--- config.mk ---
export PLATFORM = sky130hd
export DESIGN_NAME = vote_frame_collector_flat
export DESIGN_NICKNAME = d
export VERILOG_FILES = /design/src/rtl/vote_frame_collector_if.sv /design/src/rtl/vote_frame_collector.sv /design/src/flat_wrapper.sv
export SDC_FILE = /design/constraint.sdc
export NUM_CORES = 1
export LEC_CHECK = 0
export ABC_AREA = 1
export CORE_AREA = 8 8 90 92
export DETAILED_ROUTE_END_ITERATION = 8
export DIE_AREA = 0 0 98 100
export HOLD_SLACK_MARGIN = 0.05
export PLACE_DENSITY = 0.75
export SLEW_MARGIN = 30
export SYNTH_ARGS = -nofsm -noshare
export SYNTH_HDL_FRONTEND = slang
export SYNTH_SLANG_ARGS = --single-unit
--- constraint.sdc ---
create_clock -name clk -period 5.1 [get_ports clk]
set_input_delay 1.02 -clock clk [delete_from_list [all_inputs] [get_ports clk]]
set_output_delay 1.02 -clock clk [all_outputs]
set_load 0.1 [all_outputs]
--- src/rtl/vote_frame_collector_if.sv ---
// Bundle of the sample-input, frame-output and control signals of the
// vote frame collector.
//   master : serial sample source plus frame consumer (drives in_valid,
//            in_data, flush and frame_ready)
//   slave  : the collector (drives in_ready, frame_valid, numbers,
//            fill_count and timeout_err)
// numbers is unpacked [FRAME_LEN-1:0] so it can feed the voter directly.
interface vote_frame_collector_if #(
   parameter int DATA_W    = 4,
   parameter int FRAME_LEN = 13
);
   localparam int CNT_W = $clog2(FRAME_LEN + 1);

   logic              in_valid;
   logic [DATA_W-1:0] in_data;
   logic              in_ready;
   logic              flush;
   logic              frame_ready;
   logic              frame_valid;
   logic [DATA_W-1:0] numbers [FRAME_LEN-1:0];
   logic [CNT_W-1:0]  fill_count;
   logic              timeout_err;

   modport master (
      output in_valid, in_data, flush, frame_ready,
      input  in_ready, frame_valid, numbers, fill_count, timeout_err
   );

   modport slave (
      input  in_valid, in_data, flush, frame_ready,
      output in_ready, frame_valid, numbers, fill_count, timeout_err
   );
endinterface

--- src/rtl/vote_frame_collector.sv ---
// Collects FRAME_LEN serial samples into a frame for the majority voter and
// holds the complete frame stable under a valid/ready handshake.
//   clk   : rising-edge clock
//   rst_n : synchronous active-low reset
//   bus   : vote_frame_collector_if.slave (sample in, frame out, flush)
// The first sample of a frame lands in numbers[FRAME_LEN-1], the last in
// numbers[0].
// Optional macro FRAME_TIMEOUT_EN: discards a partial frame after TIMEOUT
// consecutive idle cycles and pulses timeout_err; without it timeout_err
// is tied low and a partial frame waits indefinitely.
//
// state  | meaning
// S_FILL | accepting samples, in_ready=1, frame_valid=0
// S_FULL | complete frame held, in_ready=0, frame_valid=1
module vote_frame_collector #(
   parameter int DATA_W    = 4,
   parameter int FRAME_LEN = 13,
   parameter int TIMEOUT   = 255
) (
   input  logic                   clk,
   input  logic                   rst_n,
   vote_frame_collector_if.slave  bus
);
   localparam int CNT_W = $clog2(FRAME_LEN + 1);
   localparam logic [CNT_W-1:0] LAST = CNT_W'(FRAME_LEN - 1);

   typedef enum logic {S_FILL, S_FULL} state_t;

   state_t            state_q, state_d;
   logic [CNT_W-1:0]  fill_q, fill_d;
   logic [DATA_W-1:0] numbers_q [FRAME_LEN-1:0];
   logic [DATA_W-1:0] numbers_d [FRAME_LEN-1:0];
   logic [CNT_W-1:0]  wr_idx;

`ifdef FRAME_TIMEOUT_EN
   localparam int TMR_W = $clog2(TIMEOUT + 1);
   logic [TMR_W-1:0] timer_q, timer_d;
   logic             terr_q, terr_d;
`endif

   // Fill order runs from the top entry down.
   assign wr_idx = LAST - fill_q;

   always_comb begin
      state_d   = state_q;
      fill_d    = fill_q;
      numbers_d = numbers_q;
`ifdef FRAME_TIMEOUT_EN
      // Clearing by default makes the timer count only consecutive idle cycles.
      timer_d   = '0;
      terr_d    = 1'b0;
`endif
      if (bus.flush) begin
         state_d = S_FILL;
         fill_d  = '0;
         for (int i = 0; i < FRAME_LEN; i++) numbers_d[i] = '0;
      end else if (state_q == S_FULL) begin
         if (bus.frame_ready) begin
            // Entries are left in place and overwritten by the next frame.
            state_d = S_FILL;
            fill_d  = '0;
         end
      end else if (bus.in_valid) begin
         numbers_d[wr_idx] = bus.in_data;
         fill_d            = fill_q + CNT_W'(1);
         if (fill_q == LAST) state_d = S_FULL;
      end
`ifdef FRAME_TIMEOUT_EN
      else if (fill_q != '0) begin
         if (timer_q == TMR_W'(TIMEOUT - 1)) begin
            fill_d = '0;
            terr_d = 1'b1;
            for (int i = 0; i < FRAME_LEN; i++) numbers_d[i] = '0;
         end else begin
            timer_d = timer_q + TMR_W'(1);
         end
      end
`endif
   end

   always_ff @(posedge clk) begin
      if (!rst_n) begin
         state_q <= S_FILL;
         fill_q  <= '0;
         for (int i = 0; i < FRAME_LEN; i++) numbers_q[i] <= '0;
`ifdef FRAME_TIMEOUT_EN
         timer_q <= '0;
         terr_q  <= 1'b0;
`endif
      end else begin
         state_q   <= state_d;
         fill_q    <= fill_d;
         numbers_q <= numbers_d;
`ifdef FRAME_TIMEOUT_EN
         timer_q   <= timer_d;
         terr_q    <= terr_d;
`endif
      end
   end

   assign bus.in_ready    = (state_q == S_FILL);
   assign bus.frame_valid = (state_q == S_FULL);
   assign bus.fill_count  = fill_q;
   assign bus.numbers     = numbers_q;
`ifdef FRAME_TIMEOUT_EN
   assign bus.timeout_err = terr_q;
`else
   assign bus.timeout_err = 1'b0;
`endif
endmodule
--- src/flat_wrapper.sv ---
// flat-port wrapper written by rule: the top's interface ports become plain ports
module vote_frame_collector_flat 
#(
   parameter int DATA_W    = 4,
   parameter int FRAME_LEN = 13,
   parameter int TIMEOUT   = 255
)
  (clk, rst_n, bus_in_valid, bus_in_data, bus_flush, bus_frame_ready, bus_in_ready, bus_frame_valid, bus_numbers, bus_fill_count, bus_timeout_err);
  vote_frame_collector_if #(.DATA_W(DATA_W), .FRAME_LEN(FRAME_LEN)) bus_i ();
  input  logic clk;
  input  logic rst_n;
  input wire logic [$bits(bus_i.in_valid)-1:0] bus_in_valid;
  input wire logic [$bits(bus_i.in_data)-1:0] bus_in_data;
  input wire logic [$bits(bus_i.flush)-1:0] bus_flush;
  input wire logic [$bits(bus_i.frame_ready)-1:0] bus_frame_ready;
  output wire logic [$bits(bus_i.in_ready)-1:0] bus_in_ready;
  output wire logic [$bits(bus_i.frame_valid)-1:0] bus_frame_valid;
  output wire logic [$bits(bus_i.numbers)-1:0] bus_numbers;
  output wire logic [$bits(bus_i.fill_count)-1:0] bus_fill_count;
  output wire logic [$bits(bus_i.timeout_err)-1:0] bus_timeout_err;
  assign bus_i.in_valid = bus_in_valid;
  assign bus_i.in_data = bus_in_data;
  assign bus_i.flush = bus_flush;
  assign bus_i.frame_ready = bus_frame_ready;
  assign bus_in_ready = bus_i.in_ready;
  assign bus_frame_valid = bus_i.frame_valid;
  assign bus_numbers = {>>{bus_i.numbers}};
  assign bus_fill_count = bus_i.fill_count;
  assign bus_timeout_err = bus_i.timeout_err;
  vote_frame_collector #(.DATA_W(DATA_W), .FRAME_LEN(FRAME_LEN), .TIMEOUT(TIMEOUT)) u_core (.clk(clk), .rst_n(rst_n), .bus(bus_i));
endmodule
Word-level counts from Yosys, hierarchy flattened:

Cells that the tools add are included.

* bits in registers: 57
* input port bits: 9
* output and inout port bits: 59
* word-level logic and storage cells: 38

* add/subtract/negate cells: 2
* order comparisons: 2
* equal/unequal tests: 2
* multiplexer cells: 10
* bitwise logic cells: 2
* reduce and logical (&&, ||, !) cells: 5

Operator list (count)
* $bwmux W52: 1
* $demux W4 S4: 1
* $mux W4: 4
* $lt A4 B5 Y1 const B: 1
* $add A4 B1 Y4 const B: 1
* $eq A4 B4 Y1 const B: 1
* $ge A4 B1 Y1 const B: 1
* $mux W1: 4
* $reduce_and A2 Y1: 2
* $sub A4 B4 Y4 const A: 1
* $ne A2 B2 Y1 const B: 1
* $not A1 Y1: 2
* $reduce_bool A2 Y1: 1
* $reduce_or A2 Y1: 1
* $logic_and A1 B1 Y1: 1

Depth between registers and ports, before layout:

Gate-level depths: netlist of run 1.

* depth in word-level cells: 6
* mapped depth: 10
* gate-level depth less buffers: 9

Worst setup path after synthesis of run 1:

Ideal clock, no wire load.

* path type: reg2reg
* from: reg u_core.fill_q[0], in the netlist u_core.bus.fill_count[0]
* to: reg u_core.numbers_q, in the netlist u_core.bus.numbers[0]
* setup time: 110 ps
* data arrival time: 2345 ps
* required time: 4990 ps
* slack: 2645 ps
* cell stages (with the launch flop): 8
* path buffers: 1
* clock period less this slack: 2455 ps
* cell sequence: dfxtp_1 > inv_1 > ha_1 > xnor2_4 > buf_2 > nand4_1 > nand2_1 > nor2_1

* longest elaborated chain between the ends: 6
* elaborated cells on any way between the ends: 7
* those cells by class: add/sub: 1; order compare: 2; mux: 3; reduce/logical: 1

Ends and longest elaborated chain
* from (decl): RTL line vote_frame_collector.sv:30 `logic [CNT_W-1:0] fill_q, fill_d;`
* from (signal assigned): RTL line vote_frame_collector.sv:92 `fill_q <= fill_d;`
* $sub A4 B4 Y4 *: RTL line vote_frame_collector.sv:42 `assign wr_idx = LAST - fill_q;`
* $lt A4 B5 Y1 (implied by the code) / $ge A4 B1 Y1 (equally long branches): RTL line vote_frame_collector.sv:64 `numbers_d[wr_idx] = bus.in_data;`
* $logic_and A1 B1 Y1 (implied by the code): RTL line vote_frame_collector.sv:64
* $mux W4 (implied by the code): RTL line vote_frame_collector.sv:64
* $demux W4 S4 *
* $bwmux W52 *: RTL line vote_frame_collector.sv:64
* to (signal assigned): RTL line vote_frame_collector.sv:93 `numbers_q <= numbers_d;`
* to (decl): RTL line vote_frame_collector.sv:31 `logic [DATA_W-1:0] numbers_q [FRAME_LEN-1:0];`

Mark *: on every way between the ends. The rest lies on a longest branch, timed or not.
A chain may end at the register's enable or synchronous reset.

Worst setup path after layout of run 1:

* from: reg u_core.fill_q[2], in the netlist u_core.bus.fill_count[2]
* to: out bus_fill_count[2]

RTL lines
* to (decl): RTL line flat_wrapper.sv:19 `output wire logic [$bits(bus_i.fill_count)-1:0] bus_fill_count;`

No word-level cell between the ends.

==> flow_summary.json, run 1 <==
{
  "fin_cells": 585,
  "synth-async-reset-ratio": 0,
  "place_inst": 571,
  "grt_usage": 0.1587,
  "synth_common_cells": "104 x inv_1, 104 x nand2_1, 57 x dfxtp_1, 56 x nor2_1, 45 x nand4_1",
  "die_area_sq_mm": 0.009800,
  "finalPower_mw": 0.9626,
  "setup_viol": 0,
  "synth_fa_ha_area_frac": 0.02386,
  "ys_seq_area_frac": 0.3626,
  "cts_buffer_depth": 2,
  "ant_nets": 0,
  "final.min_clock_period_ns": 3.229,
  "coreArea_sq_mm": 0.006644,
  "yosysWarnings": 0,
  "critPathBufInv": 1,
  "synth_top_area_frac": 0.3626,
  "drt-initial-drc-count": 122,
  "finalHoldViolCount": 0,
  "syn-num-nets": 466,
  "yosysTopAreaCell": "dfxtp_1",
  "antennaDiodeCount": 0,
  "grt_pass1_vias": 2634,
  "ir_worst_vdd_mv": 0.1281,
  "cts_resized": 0,
  "critPathArrivalTime_ns": 2.21,
  "worstPathCellList": "clkdlybuf4s50_1",
  "drtPass1Iterations": 5,
  "synth-main-ff-cell": "dfxtp_1",
  "die_h_um": 100,
  "synth_area_sq_mm": 0.003147,
  "worstMarginPinSlew_ns": 1.001,
  "syn_area_per_cell_sq_um": 6.977,
  "clk_latency_ns": 0.34,
  "clockRootBuffer": "clkbuf_8",
  "synth_top_family_by_area": "simple AND/OR/NAND/NOR gates",
  "met1_usage": 0.1832,
  "grt_overflow": 0,
  "cp_top_family": "buffers and inverters",
  "synth_cells": 451,
  "row_count": 30,
  "critPathCaptureType": "primary output",
  "cts.sinks": 57,
  "max-cap-violations": 0,
  "syn_to_final_growth_pct": 25.33,
  "synth-xor-area-share": 0.01392,
  "placedInstanceArea_sq_mm": 0.003761,
  "ios": 68,
  "synth_edf_count": 0,
  "drt_wl_total_mm": 7.393,
  "initial_core_util": 0.4736,
  "powerDensity_mw_per_mm2": 244.1,
  "max_stage_delay_ns": 1.24,
  "grt_max_degree": 44,
  "fp.dieW_um": 98,
  "final_area_sq_mm": 0.003944,
  "fmax_ghz": 0.3097,
  "numCtsBuffers": 9,
  "post_drt_wl_per_cell_um": 12.64,
  "hold_ws_ns": 0.4887,
  "fin_nets": 517,
  "critPathRequiredTime_ns": 4.08,
  "antenna_found_initial": 0,
  "cp-start-kind": "register",
  "synth_cell_types": 26,
  "hpwl_mm": 4.978,
  "drive_gt1_frac": 0.08515,
  "ys_ff_latch": 57,
  "relSlewSlack": 0.3306,
  "grt.busiest_layer": "met2",
  "fin_crit_sh": 0.6331,
  "leakagePower_nw": 1.547,
  "use_met2": 0.2576,
  "muxShareOfSynthArea": 0,
  "hp-class": "reg2reg",
  "finalMaxSlewViolations": 0,
  "crit_type": "reg2out",
  "critical_path.slowest_cell": "clkdlybuf4s50_1",
  "drc_errors": 0,
  "clock_skew_ns": 0.009221,
  "cts.hold.buffers_added": 0,
  "synth_compound_area_frac": 0.03499,
  "port_buffers": 66,
  "via_per_inst": 4.781,
  "synthSimpleGateAreaFrac": 0.3781,
  "netlist_top_cells_area": "dfxtp_1 36%, inv_1 12%, nand2_1 12%",
  "outcome": "finished clean",
  "gp_congestion": 0.8403,
  "cts_setup_buffers": 0,
  "vias": 2797,
  "critPathMaxFanout": 9,
  "tritoncts": "yes",
  "rsz0062_at_grt": "no",
  "tns_ns": 0,
  "grt.met3_usage": 0.06574,
  "clkSlewWorstSetupHoldPaths_ns": 0.06,
  "htreeDepth": 3,
  "grt_pass1_wl_mm": 12.58
}
-- per-stage QoR --
step / util / setup WS, ns
2_1_floorplan: - / 2.645
3_3_place_gp: 0.5620 / 1.728
3_5_place_dp: 0.5661 / 1.614
4_1_cts: 0.5936 / 1.848
5_1_grt: 0.5936 / 1.730
6_report: 0.5936 / 1.871
-- state kept, by name, summed over array words and instances, names as in the netlist --
register / count
u_core.bus.frame_valid: 1
u_core.bus.fill_count: 4
u_core.bus.numbers: 52
-- report_power, final --
group	leakage [nW]	internal [mW]	switching, mW
logic	0.989	0.0272	0.0745
clock network	0.0978	0.231	0.180
registers	0.460	0.448	0.00262
total	1.55	0.706	0.257
-- per-layer routing --
metal,wire length (um),part of all wire
met3,487,0.066
met5,0,0
met2,3491,0.47
met1,3326,0.45
met4,88,0.012
-- cell families after synthesis --
| logic type | count (synthesis) |
|---|---|
| AO/OA/AOI/OAI | 15 |
| XOR/XNOR | 2 |
| adder cells (fa/ha/maj) | 6 |
| buffers and inverters | 133 |
| flip-flops | 57 |
| other | 1 |
| AND/OR/NAND/NOR | 237 |
-- cell usage in the layout, fill, tap and decap left out, types with 3 or more instances in the layout --
cell type | netlist | layout
clkdlybuf4s50_1 | 0 | 66
nand2_1 | 104 | 104
nand3_4 | 8 | 8
nand4_1 | 45 | 45
a21oi_2 | 8 | 8
nor2_4 | 3 | 4
clkinv_2 | 0 | 3
clkbuf_8 | 0 | 10
inv_1 | 104 | 104
dfxtp_1 | 57 | 57
a21oi_1 | 5 | 5
nand3_1 | 15 | 15
nor2_1 | 56 | 55
ha_1 | 6 | 6
-- final cells by class --
class | instances | area (sq um)
timing repair buffer | 68 | 695.7
sequential | 57 | 1141
clock inverter | 4 | 45.04
multi-input combinational | 261 | 1430
fill | 597 | 2700
inverter | 105 | 394.1
clock buffer | 10 | 137.6
tap | 80 | 100.1
-- final timing paths --
check	cells after the start	slack, ns	from	end
hold / removal	2	0.49	u_core.bus.numbers[50]	u_core.bus.numbers[50]
setup reg to reg	8	2.73	u_core.bus.frame_valid	u_core.bus.numbers[49]
hold reg to reg	2	0.49	u_core.bus.numbers[50]	u_core.bus.numbers[50]
setup / recovery	1	1.87	u_core.bus.fill_count[2]	bus_fill_count[2]
Note: power is estimated with default switching activity, not from simulation.
==> run 2, diff against run 1 <==
Clock period 5.1 ns to 3.1 ns, I/O delays scaled along.
==> run 2 against run 1 <==
Effect of this change: clock skew down 0.0038 ns; die area unchanged; clock power grew 53%; final cell count increased by 0.68%; cell area decreased by 4.0%; global-route usage down 0.87 points; wire length fell by 2.1%; largest power group unchanged.
==> flow_summary.json, run 2 (same netlist as run 1, synthesis figures left out) <==
{
  "mostFrequentLayoutCells": "104 x inv_1, 104 x nand2_1, 62 x buf_4",
  "cts_setup_buffers": 0,
  "place_inst": 573,
  "fin_nets": 519,
  "drc_errors": 0,
  "crit_type": "reg2reg",
  "seqPwrFrac": 0.484,
  "max-cap-violations": 0,
  "largest_reg_flops": 52,
  "sw_frac_of_total": 0.2734,
  "die_h_um": 100,
  "pre_cts_ws_ns": 0.7921,
  "powerDensity_mw_per_mm2": 404.6,
  "cts_buffer_depth": 2,
  "ir_worst_vdd_mv": 0.2182,
  "tns_ns": 0,
  "critPathCaptureType": "register",
  "r2r-start": "u_core.bus.fill_count[0]",
  "fin_crit_sh": 0.6891,
  "coreArea_sq_mm": 0.006644,
  "cts.hold.buffers_added": 0,
  "clkSlewWorstSetupHoldPaths_ns": 0.07,
  "ios": 68,
  "worstMarginPinSlew_ns": 0.6164,
  "p_int_mw": 1.113,
  "post_drt_wl_per_cell_um": 12.29,
  "die_area_sq_mm": 0.009800,
  "cts_resized": 0,
  "row_count": 30,
  "cts.sinks": 57,
  "antennaDiodeCount": 0,
  "grt_overflow": 0,
  "critPathArrivalTime_ns": 2.36,
  "clockRootBuffer": "clkbuf_8",
  "comb_power_share": 0.107,
  "hold_start": "u_core.bus.numbers[51]",
  "rsz0062_at_grt": "no",
  "cp-start-kind": "register",
  "finalHoldViolCount": 0,
  "critPathRequiredTime_ns": 3.32,
  "drtPass1Iterations": 4,
  "fin_cells": 589,
  "htreeDepth": 3,
  "fmax_ghz": 0.4681,
  "fin_util": 0.5699,
  "syn_to_final_growth_pct": 20.32,
  "timing.final.ws_setup_ns": 0.9639,
  "drt-initial-drc-count": 166,
  "finalMaxSlewViolations": 0,
  "finalPower_mw": 1.532,
  "antenna_found_initial": 0,
  "relSlewSlack": 0.5887,
  "critPathMaxFanout": 41,
  "p_sw_mw": 0.4189,
  "outcome": "finished clean",
  "clockPowerShare": 0.409,
  "numCtsBuffers": 9,
  "grt_max_degree": 51,
  "drive_gt1_frac": 0.2004,
  "clk_latency_ns": 0.33,
  "setup_viol": 0,
  "fill_cells": 649,
  "grt_pass1_wl_mm": 12.19,
  "via_per_inst": 4.733,
  "leakagePower_nw": 1.655,
  "ant_nets": 0,
  "hp-class": "reg2reg",
  "port_buffers": 66,
  "drt_wl_total_mm": 7.237,
  "grt_usage": 0.1500,
  "initial_core_util": 0.4736,
  "fp.dieW_um": 98,
  "tritoncts": "yes",
  "critPathLaunch": "u_core.bus.fill_count[0]",
  "final.min_clock_period_ns": 2.136,
  "grt_pass1_vias": 2665,
  "vias": 2788,
  "gp_congestion": 0.8781,
  "hpwl_mm": 4.931,
  "clock_skew_ns": 0.005387
}
==> run 2: area by class of cell <==
cell class	instances	area, sq um	share of cell area
Clock buffer	14	162.7	0.04296
Clock inverter	2	12.51	0.003305
Inverter	105	394.1	0.1041
Multi-Input combinational cell	261	1430	0.3777
Sequential cell	57	1141	0.3014
Tap cell	80	100.1	0.02644
Timing Repair Buffer	70	545.5	0.1441
==> run 2: worst max-delay path: stages, from the launching register on <==
cell	delay, ns
dfxtp_1	0.48
inv_1	0.17
ha_1	0.34
xnor2_4	0.16
buf_4	0.32
nor2_8	0.32
nand3_1	0.11
nand2_1	0.08
nor2_1	0.04
==> run 2: power by group through the flow <==
stage,logic [mW],clock network [mW],registers [mW]
after floorplan,0.103,0,0.790
after global placement,0.163,0,0.758
after detailed placement,0.163,0,0.758
after CTS,0.164,0.639,0.741
after global routing,0.178,0.667,0.742
final,0.164,0.626,0.741
==> run 2: through the flow <==
stage / area (sq um) / hold slack, ns
after floorplan: 3147 / 0.8021
after global placement: 3611 / 0.4773
after detailed placement: 3611 / 0.4891
after CTS: 3786 / 0.4992
after global routing: 3786 / 0.5187
final: 3786 / 0.4980
==> run 2: per-layer routing <==
layer	wire length, um	part of all wire	vias up	track usage
met5	0	0	-	0
met4	99	0.014	0	0.05396
met3	497	0.069	11	0.04637
met2	3300	0.46	91	0.2403
met1	3340	0.46	1221	0.1853
li1	-	-	1465	-
==> run 2: worst paths after layout <==
check	cells past startpoint	slack [ns]	end
max reg2reg	8	0.96	u_core.bus.numbers[49]
max	8	0.96	u_core.bus.numbers[49]
min	2	0.50	u_core.bus.numbers[51]
min reg2reg	2	0.50	u_core.bus.numbers[51]
==> run 3, diff against run 2 <==
Clock period 3.1 ns to 2.2 ns, I/O delays scaled along.
==> run 3 against run 2 <==
Effect of this change: worst hold slack got worse by 0.00072 ns; critical endpoint is now u_core.bus.numbers[3]; clock power rose by 56%; sequential share of layout area fell by 0.78 points; clock skew barely moved; power rose by 48%; highest routed layer unchanged; flip-flop and latch count did not move; maximum frequency rose by 12%; critical path depth did not move.
==> flow_summary.json, run 3 (same netlist as run 1, synthesis figures left out) <==
{
  "vias": 2804,
  "place_inst": 580,
  "leakagePower_nw": 1.718,
  "ios": 68,
  "cts_setup_buffers": 0,
  "placedInstanceArea_sq_mm": 0.003705,
  "finalMaxSlewViolations": 0,
  "fin_crit_sh": 0.8631,
  "drt-initial-drc-count": 125,
  "antennaDiodeCount": 0,
  "clockRootBuffer": "clkbuf_8",
  "tns_ns": 0,
  "fill_cells": 636,
  "clk_latency_ns": 0.33,
  "finalHoldViolCount": 0,
  "ant_nets": 0,
  "fin_nets": 526,
  "grt_usage": 0.1512,
  "comb_power_share": 0.105,
  "seqPwrFrac": 0.463,
  "grt_pass1_vias": 2721,
  "critPathRequiredTime_ns": 2.46,
  "clockPowerShare": 0.432,
  "initial_core_util": 0.4736,
  "mostFrequentLayoutCells": "104 x inv_1, 104 x nand2_1, 66 x buf_4",
  "row_count": 30,
  "cts.sinks": 57,
  "relSlewSlack": 0.6439,
  "rsz0062_at_grt": "no",
  "drive_gt1_frac": 0.2194,
  "tritoncts": "yes",
  "syn_to_final_growth_pct": 23.94,
  "critPathArrivalTime_ns": 2.16,
  "via_per_inst": 4.713,
  "holdPathEnd": "u_core.bus.numbers[49]",
  "grt_overflow": 0,
  "htreeDepth": 3,
  "final.min_clock_period_ns": 1.899,
  "port_buffers": 66,
  "r2r-start": "u_core.bus.fill_count[0]",
  "outcome": "finished clean",
  "drtPass1Iterations": 4,
  "cp-start-kind": "register",
  "p_sw_mw": 0.5798,
  "r2r-end": "u_core.bus.numbers[3]",
  "drc_errors": 0,
  "critPathCaptureType": "register",
  "die_area_sq_mm": 0.009800,
  "drt_wl_total_mm": 7.015,
  "finalPower_mw": 2.260,
  "max-cap-violations": 0,
  "fmax_ghz": 0.5267,
  "rr_worst_depth": 8,
  "critPathMaxFanout": 25,
  "numCtsBuffers": 9,
  "post_drt_wl_per_cell_um": 11.79,
  "largest_reg_flops": 52,
  "clock_skew_ns": 0.005592,
  "antenna_found_initial": 0,
  "fin_cells": 595,
  "hpwl_mm": 5.011,
  "setup_viol": 0,
  "worstMarginPinSlew_ns": 0.5336,
  "cts_resized": 0,
  "final_area_sq_mm": 0.003900,
  "cts_buffer_depth": 2,
  "grt_max_degree": 44,
  "reg2reg_slack_ns": 0.30,
  "cts.hold.buffers_added": 0,
  "fp.dieW_um": 98,
  "gp_congestion": 0.8119,
  "hp-class": "reg2reg",
  "powerDensity_mw_per_mm2": 579.5,
  "worstHoldPathCells": 2,
  "die_h_um": 100,
  "hold_start": "u_core.bus.numbers[49]",
  "ir_worst_vdd_mv": 0.2740,
  "clkSlewWorstSetupHoldPaths_ns": 0.06,
  "crit_type": "reg2reg",
  "p_int_mw": 1.680,
  "sw_frac_of_total": 0.2566,
  "grt_pass1_wl_mm": 12.25,
  "coreArea_sq_mm": 0.006644
}
run 3: changes by cell type in the layout (fill, tap and decap cells not counted):
cell and change:
buf_4 +4, dfxtp_1 -3, clkbuf_1 -2, bufinv_16 +1
dfxtp_2 +3, clkinv_2 +1, buf_12 +3, clkinvlp_4 -1
run 3: worst max path at each step:
stage	start	to	slack, ns	cells after the start
after CTS	u_core.bus.fill_count[0]	u_core.bus.numbers[6]	0.29	8
after floorplan	u_core.bus.fill_count[2]	u_core.bus.numbers[32]	0.06	9
final	u_core.bus.fill_count[0]	u_core.bus.numbers[3]	0.30	8
after global placement	bus_in_valid	u_core.bus.numbers[49]	0.22	8
after global routing	u_core.bus.fill_count[0]	u_core.bus.numbers[6]	0.11	8
after detailed placement	bus_in_valid	u_core.bus.numbers[18]	0.13	8
run 3: stage by stage:
step	util	setup slack [ns]	hold slack [ns]
2_1_floorplan	-	0.06099	0.6146
3_3_place_gp	0.5576	0.2212	0.4795
3_5_place_dp	0.5576	0.1315	0.4894
4_1_cts	0.5870	0.2917	0.4982
5_1_grt	0.5870	0.1101	0.5278
6_report	0.5870	0.3012	0.4972
run 3: final cells by class:
cell class | instances | area [sq um] | area share
timing repair buffer | 77 | 635.6 | 0.1630
sequential | 57 | 1145 | 0.2936
tap | 80 | 100.1 | 0.02567
clock inverter | 3 | 40.04 | 0.01027
clock buffer | 12 | 155.1 | 0.03978
multi-input combinational | 261 | 1430 | 0.3667
inverter | 105 | 394.1 | 0.1011
run 3: per-layer routing:
layer / track usage / share of wire
met5: 0 / 0
met2: 0.2508 / 0.47
met4: 0.05755 / 0.015
met1: 0.1784 / 0.44
met3: 0.04775 / 0.077
run 3: power by group through the flow:
| stage | Clock (mW) | Combinational, mW | Sequential, mW |
|---|---|---|---|
| floorplan | 0 | 0.145 | 1.11 |
| CTS | 1.00 | 0.240 | 1.05 |
| detailed placement | 0 | 0.239 | 1.07 |
| global route | 1.05 | 0.261 | 1.05 |
| finish | 0.977 | 0.238 | 1.05 |
| global placement | 0 | 0.236 | 1.07 |
run 3: critical path, stage by stage, from the launching register on:
cell and delay [ns]:
dfxtp_2 0.41, inv_1 0.12, ha_1 0.33, xnor2_4 0.26, buf_4 0.36, nand3_4 0.13, nand2_1 0.09, inv_1 0.04
nor2_1 0.09
